<file path="config.mk">
export PLATFORM = sky130hd
export DESIGN_NAME = serial_add_sched
export DESIGN_NICKNAME = d
export VERILOG_FILES = /design/src/rtl/serial_add_sched.sv
export SDC_FILE = /design/constraint.sdc
export NUM_CORES = 1
export LEC_CHECK = 0
export ABC_AREA = 1
export BUFFER_PORTS_ARGS = -buffer_cell sky130_fd_sc_hd__buf_2
export CORE_UTILIZATION = 50
export DETAILED_ROUTE_END_ITERATION = 16
export PLACE_DENSITY_LB_ADDON = 0.2
export SYNTH_ARGS = -nofsm -noshare
export SYNTH_HDL_FRONTEND = slang
export SYNTH_SLANG_ARGS = --single-unit
</file>
<file path="constraint.sdc">
create_clock -name clk -period 2.1 [get_ports clk]
set_input_delay 0.21 -clock clk [delete_from_list [all_inputs] [get_ports clk]]
set_output_delay 0.21 -clock clk [all_outputs]
set_load 0.005 [all_outputs]
</file>
<file path="src/rtl/serial_add_sched.sv">
// Nibble-serial adder scheduler: two round-robin requesters share one external
// 4-bit adder slice, with the carry registered between nibbles (LSB first).
module serial_add_sched #(
  parameter int unsigned WIDTH = 16
) (
  input  logic             clk,
  input  logic             rst_n,
  input  logic             req0_valid,
  input  logic [WIDTH-1:0] req0_a,
  input  logic [WIDTH-1:0] req0_b,
  input  logic             req0_cin,
  output logic             req0_ready,
  input  logic             req1_valid,
  input  logic [WIDTH-1:0] req1_a,
  input  logic [WIDTH-1:0] req1_b,
  input  logic             req1_cin,
  output logic             req1_ready,
  output logic [3:0]       slice_a,
  output logic [3:0]       slice_b,
  output logic             slice_cin,
  input  logic [3:0]       slice_sum,
  input  logic             slice_cout,
  output logic             rsp_valid,
  input  logic             rsp_ready,
  output logic             rsp_id,
  output logic [WIDTH-1:0] rsp_sum,
  output logic             rsp_cout
);

  localparam int unsigned NIB = WIDTH / 4;
  localparam int unsigned CW  = (NIB > 1) ? $clog2(NIB) : 1;
  localparam int unsigned IW  = $clog2(WIDTH);

  typedef enum logic [1:0] {IDLE, RUN, RESP} state_t;

  state_t           state;
  logic [CW-1:0]    cnt;
  logic [WIDTH-1:0] a_reg;
  logic [WIDTH-1:0] b_reg;
  logic [WIDTH-1:0] sum_reg;
  logic             carry_reg;
  logic             id_reg;
  logic             last_grant;

  logic             gnt_id;
  logic             take;
  logic             last_nib;
  logic [IW-1:0]    base;

  // Grant selection, handshakes and slice/response drive
  always_comb begin
    gnt_id = req1_valid;
    if (req0_valid && req1_valid) gnt_id = ~last_grant;
    req0_ready = rst_n && (state == IDLE) && req0_valid && !gnt_id;
    req1_ready = rst_n && (state == IDLE) && req1_valid && gnt_id;
    take       = req0_ready || req1_ready;
    last_nib   = (cnt == CW'(NIB - 1));
    base       = IW'(cnt) << 2;

    slice_a   = '0;
    slice_b   = '0;
    slice_cin = 1'b0;
    if (state == RUN) begin
      slice_a   = a_reg[base +: 4];
      slice_b   = b_reg[base +: 4];
      slice_cin = carry_reg;
    end

    rsp_valid = (state == RESP);
    rsp_id    = (state == RESP) ? id_reg : 1'b0;
    rsp_sum   = (state == RESP) ? sum_reg : '0;
    rsp_cout  = (state == RESP) ? carry_reg : 1'b0;
  end

  always_ff @(posedge clk or negedge rst_n) begin
    if (!rst_n) begin
      state      <= IDLE;
      last_grant <= 1'b1;
      cnt        <= '0;
      a_reg      <= '0;
      b_reg      <= '0;
      sum_reg    <= '0;
      carry_reg  <= 1'b0;
      id_reg     <= 1'b0;
    end else begin
      case (state)
        IDLE: begin
          if (take) begin
            a_reg      <= gnt_id ? req1_a : req0_a;
            b_reg      <= gnt_id ? req1_b : req0_b;
            carry_reg  <= gnt_id ? req1_cin : req0_cin;
            id_reg     <= gnt_id;
            last_grant <= gnt_id;
            cnt        <= '0;
            state      <= RUN;
          end
        end
        RUN: begin
          sum_reg[base +: 4] <= slice_sum;
          carry_reg          <= slice_cout;
          cnt                <= cnt + 1'b1;
          if (last_nib) state <= RESP;
        end
        RESP: begin
          if (rsp_ready) state <= IDLE;
        end
        default: state <= IDLE;
      endcase
    end
  end

endmodule

</file>
==> out/qor.yml, run 1 <==
pwr:
  p_clk_share_pct: 15.2
  p_comb_share_pct: 46.6
  p_int_mw: 2.63
  p_seq_share_pct: 38.1
  p_leak_nw: 2.12
  power_switching_mw: 1.91
  ir_drop_mv: 0.547
  power_density_nw_per_um2: 1210
  sw_frac_of_total_pct: 42.0
sta:
  maxSlewViolCount: 0
  slew-limit-headroom_pct: 67.2
  final.setup.tns_ns: 0
  post-route-period-util_pct: 89.0
  rsz0062_at_grt: "no"
  worst_pin_slew_ns: 0.489
  fin_worst_skew_ns: 0.00781
  min_period_ns: 1.87
  max_freq_mhz: 535
  finalSetupViolations: 0
  hold_violations: 0
grt:
  grt_overflow: 0
  grt_pass1_wl_mm: 12.0
  met2_usage_pct: 37.9
  use_met1_pct: 35.1
  grt_pass1_vias: 2659
  grt_use_total_pct: 24.3
  grt_max_degree: 40
  gr-usage-met3_pct: 4.69
  grt_antenna_before_repair: 0
  grt.busiest_layer: "met2"
final_layout:
  syn2layout_area_growth_pct: 23.8
  fin_nets: 620
  final_cell_mix: "nand2_1 (183), buf_2 (105), dfrtp_1 (54)"
  drive_gt1_share_pct: 23.5
  final_common_cell: "nand2_1"
  utilization_pct: 63.8
  diodes: 0
  stdcell_area_um2: 3750
worst_setup_path:
  cpPeakStageDelay_ns: 0.52
  cp_cell_sequence: "dlygate4sd3_1 -> buf_2 -> buf_4 -> nand4_1 -> nand2_2 -> buf_12 -> nand2_1 -> o21ai_0"
  cp.arrival_ns: 2.10
  crit_buf_inv: 4
  crit_type: "input port to flip-flop"
  cp-end-kind: "flip-flop"
  critical_path_peak_fanout: 30
  cpLargestDelayFamily: "buffers and inverters"
  critPathSlowestCell: "dlygate4sd3_1"
  required_ns: 2.33
  cp-start-kind: "input port"
die:
  core_area_um2: 5890
  ios: 106
  initial_core_util_pct: 51.5
  die_w_um: 79.9
  die_area_um2: 6380
  rows: 28
  die_y_um: 79.9
synth:
  synthCells: 436
  ys_seq_area_share_pct: 45.4
  synth_top_area_cell: "dfrtp_1"
  synth_seq_cells: 55
  syn_area_um2: 3030
  synthDistinctLibCells: 21
  ys_top_cells_by_area: "dfrtp_1 (45%), nand2_1 (23%), o21ai_0 (7.3%)"
  syn_area_per_cell_um2: 6.96
  yosysWarnings: 0
  synth.top_cell.area_share_pct: 44.6
  synth_nets: 516
routing:
  initialDrtViolationCount: 226
  avgRoutedWirePerCell_um: 12.0
  vias_per_cell: 4.82
  routed_wl_mm: 7.40
  vias: 2969
  antenna_left: 0
  drt_pre_antenna_iters: 10
  drc: 1
clock_tree:
  root_buffer: "clkbuf_8"
  cts.sinks: 55
  cts_tree: "done"
  cts_made_buffers: 5
  clk_pin_slew_ns: 0.09
  worstSkewPairLatency_ns: 0.31
  post_cts_buffers: 0
  cts_buffer_depth: 2
  htreeDepth: 2
run:
  maxCapViolations: 0
hold_path:
  min_path_type: "input port to flip-flop"
placed_design:
  placed_cell_area_um2: 3640
  gp_congestion: 0.849
  hpwl_mm: 5.50
  io_buffers: 105
run_status:
  outcome: "finished, violations left"
  violations: "design-rule violations"
## cell families (layout without fill, tap and decap cells)
group | count (synthesis) | in the layout | share of synthesized area (%)
buffers and inverters | 69 | 174 | 9.57
adders and majority gates | 4 | 4 | 1.65
and+or+nand+nor | 231 | 231 | 29.7
DFF | 55 | 55 | 45.4
AOI/OAI and AO/OA | 77 | 77 | 13.6
## area by class of cell
cell class,count,area (um^2)
Fill cell,562,2130
Sequential cell,55,1380
Multi-Input combinational cell,312,1370
Timing Repair Buffer,116,623
Inverter,50,188
Tap cell,75,93.8
Clock buffer,7,76.3
Clock inverter,1,30.0
## repair_timing
| item | CTS | global route |
|---|---|---|
| endpoints found under the hold margin | 15 | 0 |
| hold buffers | 1 | 0 |
| gates resized for setup | 0 | 0 |
| setup endpoints to repair | 0 | 0 |
## through the flow
step                power, mW  setup slack [ns]  hold slack [ns]  instances
floorplan                3.17             0.342          -0.0856        436
global placement         3.78             0.450            0.231        607
CTS                      4.54             0.187            0.104        616
global route             4.96            0.0343            0.112        616
finish                   4.54             0.230            0.101        616
detailed placement       3.85             0.406            0.232        607
## path summary, 6_finish.rpt
kind,start,endpoint,slack [ns],cells after the start
min reg2reg,a_reg[0],a_reg[0],0.48,2
max,rst_n,a_reg[11],0.23,8
min in group asynchronous,rst_n,cnt[1],0.42,3
max reg2reg,cnt[1],sum_reg[9],0.41,6
max in group asynchronous,rst_n,b_reg[3],1.22,3
min,rsp_ready,state[1],0.10,2
## metal layers
metal  vias to the layer above  share of wire (%)
met4                         0               0.74
met3                         4                4.9
met2                        81                 44
li1                       1560                  -
met1                      1324                 50
met5                         -                  0
## power by group through the flow
stage,clock [mW],sequential (mW),combinational [mW]
2_1_floorplan,0,1.69,1.48
3_3_place_gp,0,1.73,2.04
3_5_place_dp,0,1.75,2.11
4_1_cts,0.693,1.73,2.12
5_1_grt,0.739,1.78,2.44
6_report,0.691,1.73,2.11
## cell usage after synthesis
cell type  instances
nand3_1           14
dfstp_2            1
o21ai_0           44
buf_4              1
buf_2             10
o31ai_1            3
buf_6              2
clkinv_1           3
nor2_1            27
o21ai_2            1
inv_1             46
nand4_1            5
o22ai_1            4
a21oi_1           24
dfrtp_1           54
inv_2              1
nand2_1          183
nand2_2            2
clkbuf_1           6
a21oi_4            1
ha_1               4
Power figures use the tool's default switching activity.
==> run 2, diff against run 1 <==
- PLACE_DENSITY: default -> 0.76
- PLACE_DENSITY_LB_ADDON: 0.2 -> default
- clock period: 2.1 -> 2.28 ns (I/O delays scaled with it)
==> out/qor.yml, run 2 (same netlist as run 1, synthesis figures left out) <==
pwr:
  p_leak_nw: 2.11
  power_switching_mw: 1.73
  sw_frac_of_total_pct: 41.8
  p_seq_share_pct: 39.0
  p_int_mw: 2.41
  ir_drop_mv: 0.468
  p_comb_share_pct: 45.1
  p_clk_share_pct: 15.9
  total_power_mw: 4.14
  power_density_nw_per_um2: 1110
clock_tree:
  clk_pin_slew_ns: 0.09
  post_cts_buffers: 0
  cts.sinks: 55
  worstSkewPairLatency_ns: 0.30
  htreeDepth: 2
  root_buffer: "clkbuf_8"
  cts_buffer_depth: 2
  cts_tree: "done"
  cts_made_buffers: 5
sta:
  slew-limit-headroom_pct: 61.8
  post-route-period-util_pct: 89.6
  min_period_ns: 2.04
  whs_ns: 0.110
  hold_violations: 0
  rsz0062_at_grt: "no"
  final.setup.tns_ns: 0
  maxSlewViolCount: 0
  max_freq_mhz: 489
  worst_pin_slew_ns: 0.572
  finalSetupViolations: 0
  fin_worst_skew_ns: 0.00795
  finalWorstSetupSlack_ns: 0.237
routing:
  vias: 2958
  drt_pre_antenna_iters: 10
  antenna_left: 0
  avgRoutedWirePerCell_um: 11.7
  vias_per_cell: 4.83
  met2_length_mm: 3.21
  initialDrtViolationCount: 178
  drc: 1
  dr.max_layer_used: "met4"
  routed-wl-met3_um: 348
  routed_wl_mm: 7.19
  wl_met1_mm: 3.55
run_status:
  outcome: "finished, violations left"
  violations: "design-rule violations"
worst_setup_path:
  crit_type: "flip-flop to output port"
  crit-reg2reg-launch: "cnt[1]"
  cp.arrival_ns: 1.82
  cp-start-kind: "flip-flop"
  worstSetupStartpoint: "cnt[1]"
  required_ns: 2.05
  critical_path_peak_fanout: 12
  regToRegSetupSlack_ns: 0.32
  r2r_end: "sum_reg[9]"
  cp-end-kind: "output port"
  r2r_cells: 6
final_layout:
  fillCellCount: 561
  utilization_pct: 63.5
  diodes: 0
  stdcell_count: 612
  final_cell_mix: "nand2_1 (183), buf_2 (105), dfrtp_1 (54)"
  stdcell_area_um2: 3730
  fin_nets: 616
  syn2layout_area_growth_pct: 23.1
  final_common_cell: "nand2_1"
  drive_gt1_share_pct: 23.3
grt:
  grt_max_degree: 43
  grt_pass1_vias: 2679
  grt_use_total_pct: 24.2
  grt_antenna_before_repair: 0
  grt_overflow: 0
  grt_pass1_wl_mm: 12.1
placed_design:
  dp_slack_ns: 0.383
  placed_cell_area_um2: 3610
  gp_congestion: 0.846
  hpwl_mm: 5.39
  io_buffers: 105
  placedCellCount: 603
die:
  core_area_um2: 5890
  die_w_um: 79.9
  die_area_um2: 6380
  ios: 106
  rows: 28
  initial_core_util_pct: 51.5
  die_y_um: 79.9
hold_path:
  whs_endpoint: "state[1]"
  min_path_type: "input port to flip-flop"
  min_from: "rsp_ready"
  hold-path-cell-count: 2
run:
  maxCapViolations: 0
## run 2: cell types whose count changed in the layout (fill, tap and decap cells not counted)
cell and delta:
buf_4 -4, clkbuf_1 -2, clkbuf_8 +1, clkinv_2 +1
## run 2: layout make-up
cell class	instances	area [um^2]	share of cell area (%)
Clock buffer	6	82.6	2.21
Inverter	50	188	5.03
Sequential cell	55	1380	36.9
Tap cell	75	93.8	2.51
Multi-Input combinational cell	312	1370	36.5
Timing Repair Buffer	112	593	15.9
Clock inverter	2	35.0	0.938
## run 2: worst max path at each step
stage / cells past startpoint / endpoint / slack (ns)
final: 5 / slice_a[3] / 0.24
after CTS: 5 / slice_b[2] / 0.24
after floorplan: 8 / sum_reg[10] / 0.52
after global placement: 6 / sum_reg[11] / 0.48
after global routing: 5 / slice_b[1] / 0.08
after detailed placement: 6 / sum_reg[9] / 0.38
## run 2: power by group through the flow
stage | clock [mW] | combinational (mW) | sequential (mW)
after floorplan | 0 | 1.36 | 1.56
after global placement | 0 | 1.81 | 1.62
after detailed placement | 0 | 1.86 | 1.63
after CTS | 0.676 | 1.88 | 1.61
after global routing | 0.722 | 2.17 | 1.66
final | 0.659 | 1.87 | 1.61
## run 2: repair_timing
action,in CTS,in global routing
resized for setup,0,0
hold endpoints to repair,12,0
hold buffers,1,0
## run 2: worst max-delay path, cell delays in order (launching register included)
cell      delay, ns
dfrtp_1        0.55
clkinv_1       0.33
a21oi_1        0.19
o21ai_0        0.10
a21oi_1        0.19
buf_2          0.16
## run 2: routing by layer
layer	vias to the layer above	track usage, %
li1	1557	-
met1	1303	34.2
met2	91	38.7
met3	7	4.00
met4	0	6.07
met5	-	0
==> run 3, diff against run 2 <==
- clock period: 2.28 -> 2.6 ns (I/O delays scaled with it)
==> out/qor.yml, run 3 (same netlist as run 1, synthesis figures left out) <==
grt:
  grt_max_degree: 50
  grt_use_total_pct: 23.7
  grt_pass1_vias: 2584
  grt_antenna_before_repair: 0
  grt_overflow: 0
  grt_pass1_wl_mm: 11.8
sta:
  slew-limit-headroom_pct: 40.9
  post-route-period-util_pct: 83.0
  rsz0062_at_grt: "no"
  maxSlewViolCount: 0
  finalSetupViolations: 0
  fin_worst_skew_ns: 0.0117
  worst_pin_slew_ns: 0.884
  final.setup.tns_ns: 0
  hold_violations: 0
  max_freq_mhz: 463
  min_period_ns: 2.16
worst_setup_path:
  crit-reg2reg-launch: "last_grant"
  critPathSlowestCell: "dfrtp_1"
  cpPeakStageDelay_ns: 0.57
  required_ns: 2.34
  r2r_end: "b_reg[4]"
  cp.arrival_ns: 1.90
  cp-end-kind: "output port"
  worstSetupStartpoint: "cnt[1]"
  regToRegSetupSlack_ns: 0.53
  cp-start-kind: "flip-flop"
  crit_path_frequent_cell: "a21oi_1"
  cp_cell_sequence: "clkinv_1 -> a21oi_1 -> o21ai_0 -> a21oi_1 -> buf_2"
  crit_type: "flip-flop to output port"
  critical_path_peak_fanout: 12
  r2r_cells: 5
  crit_end: "slice_a[3]"
routing:
  routed_wl_mm: 7.12
  drc: 1
  vias_per_cell: 4.86
  initialDrtViolationCount: 237
  drt_pre_antenna_iters: 12
  avgRoutedWirePerCell_um: 11.7
  antenna_left: 0
  vias: 2963
final_layout:
  regArea_um2: 1380
  diodes: 0
  final_cell_mix: "nand2_1 (183), buf_2 (105), dfrtp_1 (54)"
  multi_input_area_um2: 1370
  fillCellCount: 553
  fin_nets: 614
  drive_gt1_share_pct: 22.8
  final_common_cell: "nand2_1"
  syn2layout_area_growth_pct: 21.7
  stdcell_area_um2: 3690
pwr:
  ir_drop_mv: 0.492
  power_density_nw_per_um2: 958
  p_leak_nw: 2.09
  total_power_mw: 3.53
die:
  rows: 28
  ios: 106
  die_area_um2: 6380
  initial_core_util_pct: 51.5
  core_area_um2: 5890
  die_y_um: 79.9
  die_w_um: 79.9
run:
  maxCapViolations: 0
placed_design:
  io_buffers: 105
  placed_cell_area_um2: 3580
  gp_congestion: 0.830
  hpwl_mm: 5.20
clock_tree:
  ctsResizeCount: 0
  clk_pin_slew_ns: 0.10
  post_cts_buffers: 0
  cts_buffer_depth: 2
  cts.sinks: 55
  root_buffer: "clkbuf_8"
  htreeDepth: 2
  worstSkewPairLatency_ns: 0.31
  cts_tree: "done"
  cts_made_buffers: 5
run_status:
  outcome: "finished, violations left"
  violations: "design-rule violations"
hold_path:
  min_path_type: "input port to flip-flop"
[run 3: cell types whose count changed in the layout (fill, tap and decap cells not counted)]
cell and change:
buf_12 -1, clkbuf_1 +1, bufinv_16 -1, clkinv_2 -1, buf_4 -1, clkbuf_8 +1
[run 3: worst min path at each step]
stage              start        to  cells past startpoint
2_1_floorplan      rst_n  a_reg[0]                      0
4_1_cts        rsp_ready  state[1]                      2
3_5_place_dp       rst_n    id_reg                      1
6_report       rsp_ready  state[1]                      2
5_1_grt        rsp_ready  state[1]                      2
3_3_place_gp       rst_n    id_reg                      1
[run 3: report_power, final]
part           total, mW  switching, mW  leakage, nW  internal (mW)
clock network      0.514          0.270       0.0515          0.244
logic               1.61           1.07         1.33          0.546
registers           1.41          0.173        0.700           1.24
total               3.53           1.51         2.09           2.03
[run 3: cell type report]
cell class / count / area share, %
inverters: 50 / 5.09
multi-input cells: 312 / 37.0
well taps: 75 / 2.54
flip-flops and latches: 55 / 37.3
clock buffers: 8 / 2.71
repair buffers: 110 / 15.3
[run 3: critical path, delay by kind of cell, from the launching register on]
| family | cells | cell delay (ns) |
|---|---|---|
| flops | 1 | 0.57 |
| compound gates | 3 | 0.49 |
| buf+inv | 2 | 0.52 |
[run 3: per-layer routing]
layer | GRT usage [%] | wire length, um | share of wire (%) | up-vias
met3 | 4.91 | 416 | 5.8 | 4
met2 | 34.7 | 3110 | 44 | 93
met4 | 6.25 | 36 | 0.51 | 0
met1 | 35.3 | 3560 | 50 | 1317
li1 | - | - | - | 1549
met5 | 0 | 0 | 0 | -
[run 3: timing repair]
| item | CTS | global route |
|---|---|---|
| hold endpoints to repair | 6 | 0 |
| hold buffers | 1 | 0 |
| setup endpoints to repair | 0 | 0 |
[run 3: stage by stage]
stage | hold slack (ns) | utilization, % | cells | setup WS, ns
after floorplan | -0.0356 | - | 436 | 0.842
after global placement | 0.131 | 60.8 | 601 | 0.641
after global routing | 0.159 | 62.7 | 610 | 0.288
final | 0.138 | 62.7 | 610 | 0.442
after CTS | 0.135 | 62.7 | 610 | 0.453
after detailed placement | 0.135 | 60.8 | 601 | 0.497
